===== src/rtl/ps2_pkg.sv =====
// Shared types and constants for the PS/2 host-to-device transmitter.
package ps2_pkg;

    // Transmitter FSM states.
    typedef enum logic [2:0] {
        IDLE      = 3'd0,
        INHIBIT   = 3'd1,
        RTS       = 3'd2,
        SEND      = 3'd3,
        ACK       = 3'd4,
        WAIT_IDLE = 3'd5
    } tx_state_t;

    // err_code values reported with tx_err.
    localparam logic [1:0] ERR_NONE    = 2'b00;
    localparam logic [1:0] ERR_TIMEOUT = 2'b01;
    localparam logic [1:0] ERR_NOACK   = 2'b10;

    // Common keyboard command bytes.
    localparam logic [7:0] CMD_SET_LED   = 8'hED;
    localparam logic [7:0] CMD_TYPEMATIC = 8'hF3;
    localparam logic [7:0] CMD_RESET     = 8'hFF;

    // PS/2 frames carry odd parity: the parity bit makes the count of ones odd.
    function automatic logic odd_parity(input logic [7:0] d);
        return ~^d;
    endfunction

endpackage


===== src/rtl/ps2_line_filter.sv =====
// Conditions one open-collector PS/2 line: 2-FF synchronizer, then a level
// filter that needs FILTER_LEN consecutive differing samples before the
// filtered level follows, plus a one-cycle strobe on each filtered 1->0.
module ps2_line_filter #(
    parameter int FILTER_LEN = 8
) (
    input  logic clk,
    input  logic rst,
    input  logic line_i,
    output logic level,
    output logic fall
);

    localparam int CW = $clog2(FILTER_LEN + 1);

    logic          sync1;
    logic          sync2;
    logic [CW-1:0] cnt;
    logic          settle;

    // The idle bus is pulled high, so everything resets to 1.
    assign settle = (sync2 != level) && (cnt == CW'(FILTER_LEN - 1));

    // Two-stage synchronizer for the asynchronous line.
    always_ff @(posedge clk or negedge rst) begin
        if (!rst) begin
            sync1 <= 1'b1;
            sync2 <= 1'b1;
        end else begin
            sync1 <= line_i;
            sync2 <= sync1;
        end
    end

    // Stable-sample filter and falling-edge strobe; any agreeing sample restarts the count.
    always_ff @(posedge clk or negedge rst) begin
        if (!rst) begin
            cnt   <= '0;
            level <= 1'b1;
            fall  <= 1'b0;
        end else begin
            fall <= settle && !sync2;
            if (sync2 == level) begin
                cnt <= '0;
            end else if (settle) begin
                level <= sync2;
                cnt   <= '0;
            end else begin
                cnt <= cnt + CW'(1);
            end
        end
    end

endmodule


===== src/rtl/ps2_host_tx.sv =====
// PS/2 host-to-device transmitter: inhibits the bus, issues request-to-send,
// shifts out one command byte on device clock falling edges and checks the
// device ACK. Lines are only ever pulled low through registered output enables.
//
// Command handshake: a byte is taken on any clock edge where tx_valid and
// tx_ready are both high; tx_data must be stable in that cycle. tx_ready is
// low for the whole transfer including the done/err pulse cycle, and a
// tx_valid seen while tx_ready is low is dropped, not queued.
module ps2_host_tx
    import ps2_pkg::*;
#(
    parameter int INHIBIT_CYCLES = 12_000,
    parameter int TIMEOUT_CYCLES = 2_000_000,
    parameter int FILTER_LEN     = 8
) (
    input  logic       clk,
    input  logic       rst,
    input  logic       tx_valid,
    input  logic [7:0] tx_data,
    output logic       tx_ready,
    output logic       tx_done,
    output logic       tx_err,
    output logic [1:0] err_code,
    output logic       busy,
    input  logic       ps2_clk_i,
    input  logic       ps2_data_i,
    output logic       ps2_clk_oe,
    output logic       ps2_data_oe
);

    localparam int IW = $clog2(INHIBIT_CYCLES + 1);
    localparam int TW = $clog2(TIMEOUT_CYCLES + 1);

    tx_state_t     state, state_nx;
    logic [7:0]    data_q, data_nx;
    logic          par_q, par_nx;
    logic [3:0]    bit_cnt, bit_nx;
    logic [IW-1:0] inh_cnt, inh_nx;
    logic [TW-1:0] tmo_cnt, tmo_nx;
    logic          clk_oe_nx, data_oe_nx;
    logic          done_nx, err_nx, ready_nx, busy_nx;
    logic [1:0]    code_nx;

    logic          clk_lvl, clk_fall;
    logic          data_lvl;
    logic          unused_data_fall;

    ps2_line_filter #(.FILTER_LEN(FILTER_LEN)) u_clk_filter (
        .clk    (clk),
        .rst    (rst),
        .line_i (ps2_clk_i),
        .level  (clk_lvl),
        .fall   (clk_fall)
    );

    ps2_line_filter #(.FILTER_LEN(FILTER_LEN)) u_data_filter (
        .clk    (clk),
        .rst    (rst),
        .line_i (ps2_data_i),
        .level  (data_lvl),
        .fall   (unused_data_fall)
    );

    // State, datapath and registered outputs; reset releases both lines at once.
    always_ff @(posedge clk or negedge rst) begin
        if (!rst) begin
            state       <= IDLE;
            data_q      <= '0;
            par_q       <= 1'b0;
            bit_cnt     <= '0;
            inh_cnt     <= '0;
            tmo_cnt     <= '0;
            ps2_clk_oe  <= 1'b0;
            ps2_data_oe <= 1'b0;
            tx_done     <= 1'b0;
            tx_err      <= 1'b0;
            err_code    <= ERR_NONE;
            tx_ready    <= 1'b1;
            busy        <= 1'b0;
        end else begin
            state       <= state_nx;
            data_q      <= data_nx;
            par_q       <= par_nx;
            bit_cnt     <= bit_nx;
            inh_cnt     <= inh_nx;
            tmo_cnt     <= tmo_nx;
            ps2_clk_oe  <= clk_oe_nx;
            ps2_data_oe <= data_oe_nx;
            tx_done     <= done_nx;
            tx_err      <= err_nx;
            err_code    <= code_nx;
            tx_ready    <= ready_nx;
            busy        <= busy_nx;
        end
    end

    // Next-state and next-output logic. The INHIBIT state lasts
    // INHIBIT_CYCLES-1 cycles; with the single RTS cycle the clock is held
    // low for exactly INHIBIT_CYCLES cycles and the start bit appears
    // INHIBIT_CYCLES cycles after the accept cycle.
    always_comb begin
        state_nx   = state;
        data_nx    = data_q;
        par_nx     = par_q;
        bit_nx     = bit_cnt;
        inh_nx     = inh_cnt;
        tmo_nx     = tmo_cnt;
        clk_oe_nx  = ps2_clk_oe;
        data_oe_nx = ps2_data_oe;
        done_nx    = 1'b0;
        err_nx     = 1'b0;
        code_nx    = err_code;

        case (state)
            IDLE: begin
                clk_oe_nx  = 1'b0;
                data_oe_nx = 1'b0;
                if (tx_valid && tx_ready) begin
                    data_nx   = tx_data;
                    par_nx    = odd_parity(tx_data);
                    code_nx   = ERR_NONE;
                    inh_nx    = '0;
                    bit_nx    = '0;
                    clk_oe_nx = 1'b1;
                    state_nx  = INHIBIT;
                end
            end

            INHIBIT: begin
                clk_oe_nx = 1'b1;
                if (inh_cnt == IW'(INHIBIT_CYCLES - 2)) begin
                    data_oe_nx = 1'b1;
                    state_nx   = RTS;
                end else begin
                    inh_nx = inh_cnt + IW'(1);
                end
            end

            RTS: begin
                clk_oe_nx = 1'b0;
                tmo_nx    = '0;
                state_nx  = SEND;
            end

            SEND, ACK, WAIT_IDLE: begin
                if (tmo_cnt == TW'(TIMEOUT_CYCLES - 1)) begin
                    clk_oe_nx  = 1'b0;
                    data_oe_nx = 1'b0;
                    err_nx     = 1'b1;
                    code_nx    = ERR_TIMEOUT;
                    state_nx   = IDLE;
                end else begin
                    tmo_nx = tmo_cnt + TW'(1);
                    if (state == SEND) begin
                        if (clk_fall) begin
                            bit_nx = bit_cnt + 4'd1;
                            if (bit_cnt < 4'd8) begin
                                data_oe_nx = ~data_q[bit_cnt[2:0]];
                            end else if (bit_cnt == 4'd8) begin
                                data_oe_nx = ~par_q;
                            end else begin
                                data_oe_nx = 1'b0;
                                state_nx   = ACK;
                            end
                        end
                    end else if (state == ACK) begin
                        if (clk_fall) begin
                            if (!data_lvl) begin
                                state_nx = WAIT_IDLE;
                            end else begin
                                clk_oe_nx  = 1'b0;
                                data_oe_nx = 1'b0;
                                err_nx     = 1'b1;
                                code_nx    = ERR_NOACK;
                                state_nx   = IDLE;
                            end
                        end
                    end else begin
                        if (clk_lvl && data_lvl) begin
                            done_nx  = 1'b1;
                            state_nx = IDLE;
                        end
                    end
                end
            end

            default: begin
                clk_oe_nx  = 1'b0;
                data_oe_nx = 1'b0;
                state_nx   = IDLE;
            end
        endcase

        ready_nx = (state_nx == IDLE) && !done_nx && !err_nx;
        busy_nx  = (state_nx != IDLE);
    end

endmodule


===== config.mk =====
export PLATFORM = sky130hd
export DESIGN_NAME = ps2_host_tx
export DESIGN_NICKNAME = d
export VERILOG_FILES = /design/src/rtl/ps2_pkg.sv /design/src/rtl/ps2_line_filter.sv /design/src/rtl/ps2_host_tx.sv
export SDC_FILE = /design/constraint.sdc
export NUM_CORES = 1
export LEC_CHECK = 0
export ABC_AREA = 1
export CAP_MARGIN = 30
export CORE_MARGIN = 2
export CORE_UTILIZATION = 50
export CTS_BUF_LIST = sky130_fd_sc_hd__clkbuf_8
export DETAILED_ROUTE_END_ITERATION = 10
export PLACE_DENSITY_LB_ADDON = 0.1
export SLEW_MARGIN = 20
export SYNTH_ARGS = -nofsm -noshare
export SYNTH_HDL_FRONTEND = slang
export SYNTH_HIERARCHICAL = 1
export SYNTH_SLANG_ARGS = --single-unit

===== constraint.sdc =====
create_clock -name clk -period 2.3 [get_ports clk]
set_input_delay 0.345 -clock clk [delete_from_list [all_inputs] [get_ports clk]]
set_output_delay 0.345 -clock clk [all_outputs]
set_load 0.02 [all_outputs]

==> results of run 1 <==
[final cells by class]
class,instances,area share (%)
repair buffers,25,5.10
clock buffers,11,3.09
flip-flops and latches,74,37.9
clock inverters,5,0.459
well taps,108,2.76
multi-input cells,426,44.5
inverters,81,6.20
[through the flow]
stage / hold slack [ps] / std cells / util (%)
after floorplan: 49.4 / 592 / -
after global placement: 296 / 713 / 54.4
after detailed placement: 297 / 713 / 54.4
after CTS: 364 / 730 / 56.5
after global routing: 371 / 730 / 56.5
final: 361 / 730 / 56.5
[critical path, cell delays in order (launching register included)]
cell and delay (ps):
dfrtp_1 510, nand2_2 140, o21ai_2 90, nor2_8 350, nand4_2 200, o21ai_2 360, nand2_1 120, o21ai_1 120
[per-layer routing]
metal	global-route usage, %	vias to the layer above	share of wire (%)
met5	0	-	0
met4	7.80	0	1.5
met3	3.01	13	4.3
met2	33.7	81	45
met1	32.0	1716	49
li1	-	1935	-
[how the worst max path moves through the flow]
stage / from / slack, ps / cells past startpoint / end
after floorplan: tmo_cnt[0] / 740 / 8 / ps2_data_oe
after global placement: state[2] / 410 / 7 / tmo_cnt[0]
after detailed placement: state[2] / 350 / 7 / tmo_cnt[10]
after CTS: state[2] / 310 / 7 / tmo_cnt[10]
after global routing: state[2] / 110 / 7 / tmo_cnt[10]
final: state[2] / 320 / 7 / tmo_cnt[10]
[power breakdown]
group	internal [mW]	total [mW]	switching (mW)	leakage (nW)
clock	0.438	0.925	0.487	0.101
combinational	0.0872	0.197	0.110	1.18
sequential	1.37	1.42	0.0597	0.927
[cell usage in the layout (no fill, tap or decap), types with 2 or more instances in the layout]
master / n
o22ai_1: 7
nor2_4: 4
nor3_2: 2
nand3b_1: 2
xor2_1: 17
ha_1: 7
inv_2: 5
inv_1: 78
o21ai_0: 19
dfstp_2: 7
nor3_1: 9
clkdlybuf4s50_1: 19
buf_4: 4
xnor2_1: 8
a21oi_1: 6
o21ai_1: 23
dfrtp_1: 67
clkbuf_8: 11
nor2_2: 8
nand2_1: 163
o21ai_2: 2
nand3_1: 48
a21oi_2: 3
nand2_2: 8
nand4_1: 17
clkinv_2: 3
nor2_1: 62
nand3_2: 3
[registers in the layout (all words and copies together), names as in the netlist, 2 cells and up]
signal,cells
err_code,2
tmo_cnt,21
data_q,8
u_data_filter/cnt,4
bit_cnt,4
inh_cnt,14
state,3
u_clk_filter/cnt,4
==> impl_results.md, run 1 <==
* HP Start: u_data_filter/sync1
* Post-CTS repair timing setup buffer count at 0
* Status: complete, no violations
* Worst-Skew Late Latency at 350 ps
* Port Buffers at 20
* Post-CTS Resized at 0
* Hold depth at 0
* RSZ-0062 raised after global routing: false
* Final Hold Vio Count at 0
* Final period util at 86.3%
* Reg2Reg Depth at 7
* CTS Buf Count at 9
* Largest net degree at the start of global routing at 48
* Final setup viols at 0
* Syn_nets at 612
* Post-route minimum period at 1980 ps
* Total power at 2.55 mW
* R2R Path Start: state[2]
* Die height at 98.1 um
* R2r setup slk at 320 ps
* Placement Setup Slack at 348 ps
* WP data arrival at 2240 ps
* F_max at 504 MHz
* Clk buf depth at 2
* Placer Congestion at 0.962
* CTS Sinks at 74
* Clock transition at path regs at 80 ps
* # DRC at 0
* CP Max Fanout at 24
* H-tree depth at 3
* Antenna violations before repair at 0
* Area Overhead vs Synth at 10.7%
* Pre-antenna DRT Iters at 5
* Grt ovf at 0
* CTS tree: built
* Worst Tran Pin Value at 809 ps
* GRT Util Overall at 21.9%
* Layout cell share with drive strength beyond 1 at 10.6%
* Detail Route Antenna Nets at 0
* CP startpoint kind: flop
* Max_slew headroom at 46.1%
* Initial DRC Count at 208
* Rows at 34
* Core ar. at 0.00868 sq mm
* Layout net count at 637
* Post-Route Setup TNS at 0 ps
* Mapped Area at 0.00443 sq mm
* WP data required at 2560 ps
* Peak supply drop at 0.279 mV
* Placed Area at 0.00472 sq mm
* Ant. Diodes at 0
* Multi-input gate area at 0.00218 sq mm
* Clk_skew at 8.40 ps
* Die Width at 98.1 um
* Initial core utilization at 51.1%
* First-pass GRT wire length at 17500 um
* Final wirelength at 9670 um
* CP endpoint kind: flop
* Worst flop-to-flop path endpoint: tmo_cnt[10]
* Syn Area/Cell at 7.49 sq um
* Post-Layout Inst Area at 0.00490 sq mm
* Flip-flop and latch area at 0.00186 sq mm
* Clk root buf: clkbuf_8
* Synthesized instance count at 592
* Type of the worst setup path: reg2reg
* WL/cell at 13.2 um
* DR vias at 3745
* Number of global-route vias before repair at 3718
* Fillers at 800
* IO Pins at 21
* Hold Buf Count CTS at 1
* Hpwl dp at 7030 um
* Synth Warn # at 6
* Hold WC Path Type: reg2reg
* Leakage power at 2.21 nW
* Max Slew Vio Count at 0
* PwrDens at 519 mW/mm^2
* Routed vias/inst at 5.13
* WHS Endpoint: u_data_filter/sync2
* Setup WS post-layout at 315 ps
* Max-cap viol count at 0
* Die area at 0.00963 sq mm
Note: power is estimated with default switching activity, not from simulation.
==> run 2: changes to the inputs <==
--- a/config.mk
+++ b/config.mk
@@ -11,8 +11,7 @@
 export CORE_UTILIZATION = 50
 export CTS_BUF_LIST = sky130_fd_sc_hd__clkbuf_8
 export DETAILED_ROUTE_END_ITERATION = 10
-export PLACE_DENSITY_LB_ADDON = 0.1
-export SLEW_MARGIN = 20
+export PLACE_DENSITY_LB_ADDON = 0.15
 export SYNTH_ARGS = -nofsm -noshare
 export SYNTH_HDL_FRONTEND = slang
 export SYNTH_HIERARCHICAL = 1
==> constraint.sdc (replaced) <==
create_clock -name clk -period 2.5 [get_ports clk]
set_input_delay 0.375 -clock clk [delete_from_list [all_inputs] [get_ports clk]]
set_output_delay 0.375 -clock clk [all_outputs]
set_load 0.02 [all_outputs]
==> impl_results.md, run 2 (synthesized netlist as in run 1, its figures left out) <==
* Die area at 0.00963 sq mm
* Post-Layout Inst Area at 0.00492 sq mm
* Max_slew headroom at 46.8%
* WL/cell at 13.2 um
* Commonest non-fill, non-tap cell in the layout: nand2_1
* Rows at 34
* Ant. Diodes at 0
* Final Hold Vio Count at 0
* CTS tree: built
* Grt ovf at 0
* Setup WS post-layout at 531 ps
* Total power at 2.43 mW
* Clk_skew at 11.1 ps
* Final hold slack at 358 ps
* Largest net degree at the start of global routing at 40
* Antenna violations before repair at 0
* Hpwl dp at 6970 um
* Placed Area at 0.00471 sq mm
* Status: complete, no violations
* RSZ-0062 raised after global routing: false
* Layout net count at 636
* WP data required at 2780 ps
* Pre-antenna DRT Iters at 5
* Reg with most FFs: tmo_cnt
* Final period util at 78.7%
* Initial core utilization at 51.1%
* CP Max Fanout at 24
* Routed vias/inst at 5.23
* Layout cell share with drive strength beyond 1 at 10.8%
* Worst-Skew Late Latency at 350 ps
* Post-route minimum period at 1970 ps
* CP startpoint kind: flop
* CTS Sinks at 74
* Max reg flops at 21
* Core ar. at 0.00868 sq mm
* Clk root buf: clkbuf_8
* WP data arrival at 2250 ps
* Max-cap viol count at 0
* First-pass GRT wire length at 17000 um
* Non-filler cells, final at 729
* IO Pins at 21
* DR vias at 3813
* Placer Congestion at 0.966
* Clock transition at path regs at 80 ps
* Post-Route Setup TNS at 0 ps
* Initial DRC Count at 216
* Worst Tran Pin Value at 798 ps
* CTS Buf Count at 9
* Placement Setup Slack at 564 ps
* Largest regs: tmo_cnt x21, inh_cnt x14, data_q x8
* CP endpoint kind: flop
* PwrDens at 493 mW/mm^2
* Final setup viols at 0
* Post-Route Utilization at 56.7%
* Die height at 98.1 um
* Area Overhead vs Synth at 11.0%
* Port Buffers at 20
* Hold WC Path Type: reg2reg
* Number of global-route vias before repair at 3755
* Final wirelength at 9600 um
* Type of the worst setup path: reg2reg
* F_max at 508 MHz
* Clk buf depth at 2
* Max Slew Vio Count at 0
* Detail Route Antenna Nets at 0
* H-tree depth at 3
* Die Width at 98.1 um
* Placed cell count at 712
* Peak supply drop at 0.320 mV
* # DRC at 0
* Leakage power at 2.19 nW
* Most frequent cells in the layout: nand2_1, inv_1, dfrtp_1
* Post-CTS Resized at 0
* GRT Util Overall at 21.3%
[run 2: area by class of cell]
class	instances	area, sq um
flip-flops and latches	74	1860
clock buffers	9	124
clock inverters	7	70.1
well taps	108	135
fillers	819	3760
inverters	81	304
repair buffers	24	243
multi-input cells	426	2180
[run 2: final timing paths]
path	from	end	slack, ps	cells past startpoint
max	state[2]	tmo_cnt[4]	530	7
min in group asynchronous	rst	tmo_cnt[11]	510	2
min reg2reg	u_data_filter/sync1	u_data_filter/sync2	360	0
min	u_data_filter/sync1	u_data_filter/sync2	360	0
max in group asynchronous	rst	u_clk_filter/sync2	1360	3
max reg2reg	state[2]	tmo_cnt[4]	530	7
[run 2: repair_timing]
action,CTS,global route
buffers inserted,0,0
endpoints found under the hold margin,7,0
hold buffers,1,0
[run 2: worst max-delay path: stages, from the launching register on]
cell     delay [ps]
dfrtp_1         510
nand2_2         140
o21ai_2          90
nor2_8          330
nand4_2         210
o21ai_2         360
nand2_1         140
o21ai_1         120
[run 2: layer usage]
layer / share of wire (%) / global-route usage [%] / vias up
met5: 0 / 0 / -
met4: 1.4 / 7.59 / 0
met3: 4.4 / 3.44 / 17
met2: 46 / 34.4 / 93
met1: 49 / 29.2 / 1771
li1: - / - / 1932
[run 2: power breakdown]
part	internal, mW	leakage, nW	switching [mW]
Sequential	1.26	0.927	0.0589
Clock	0.457	0.0873	0.476
Combinational	0.0804	1.17	0.0977
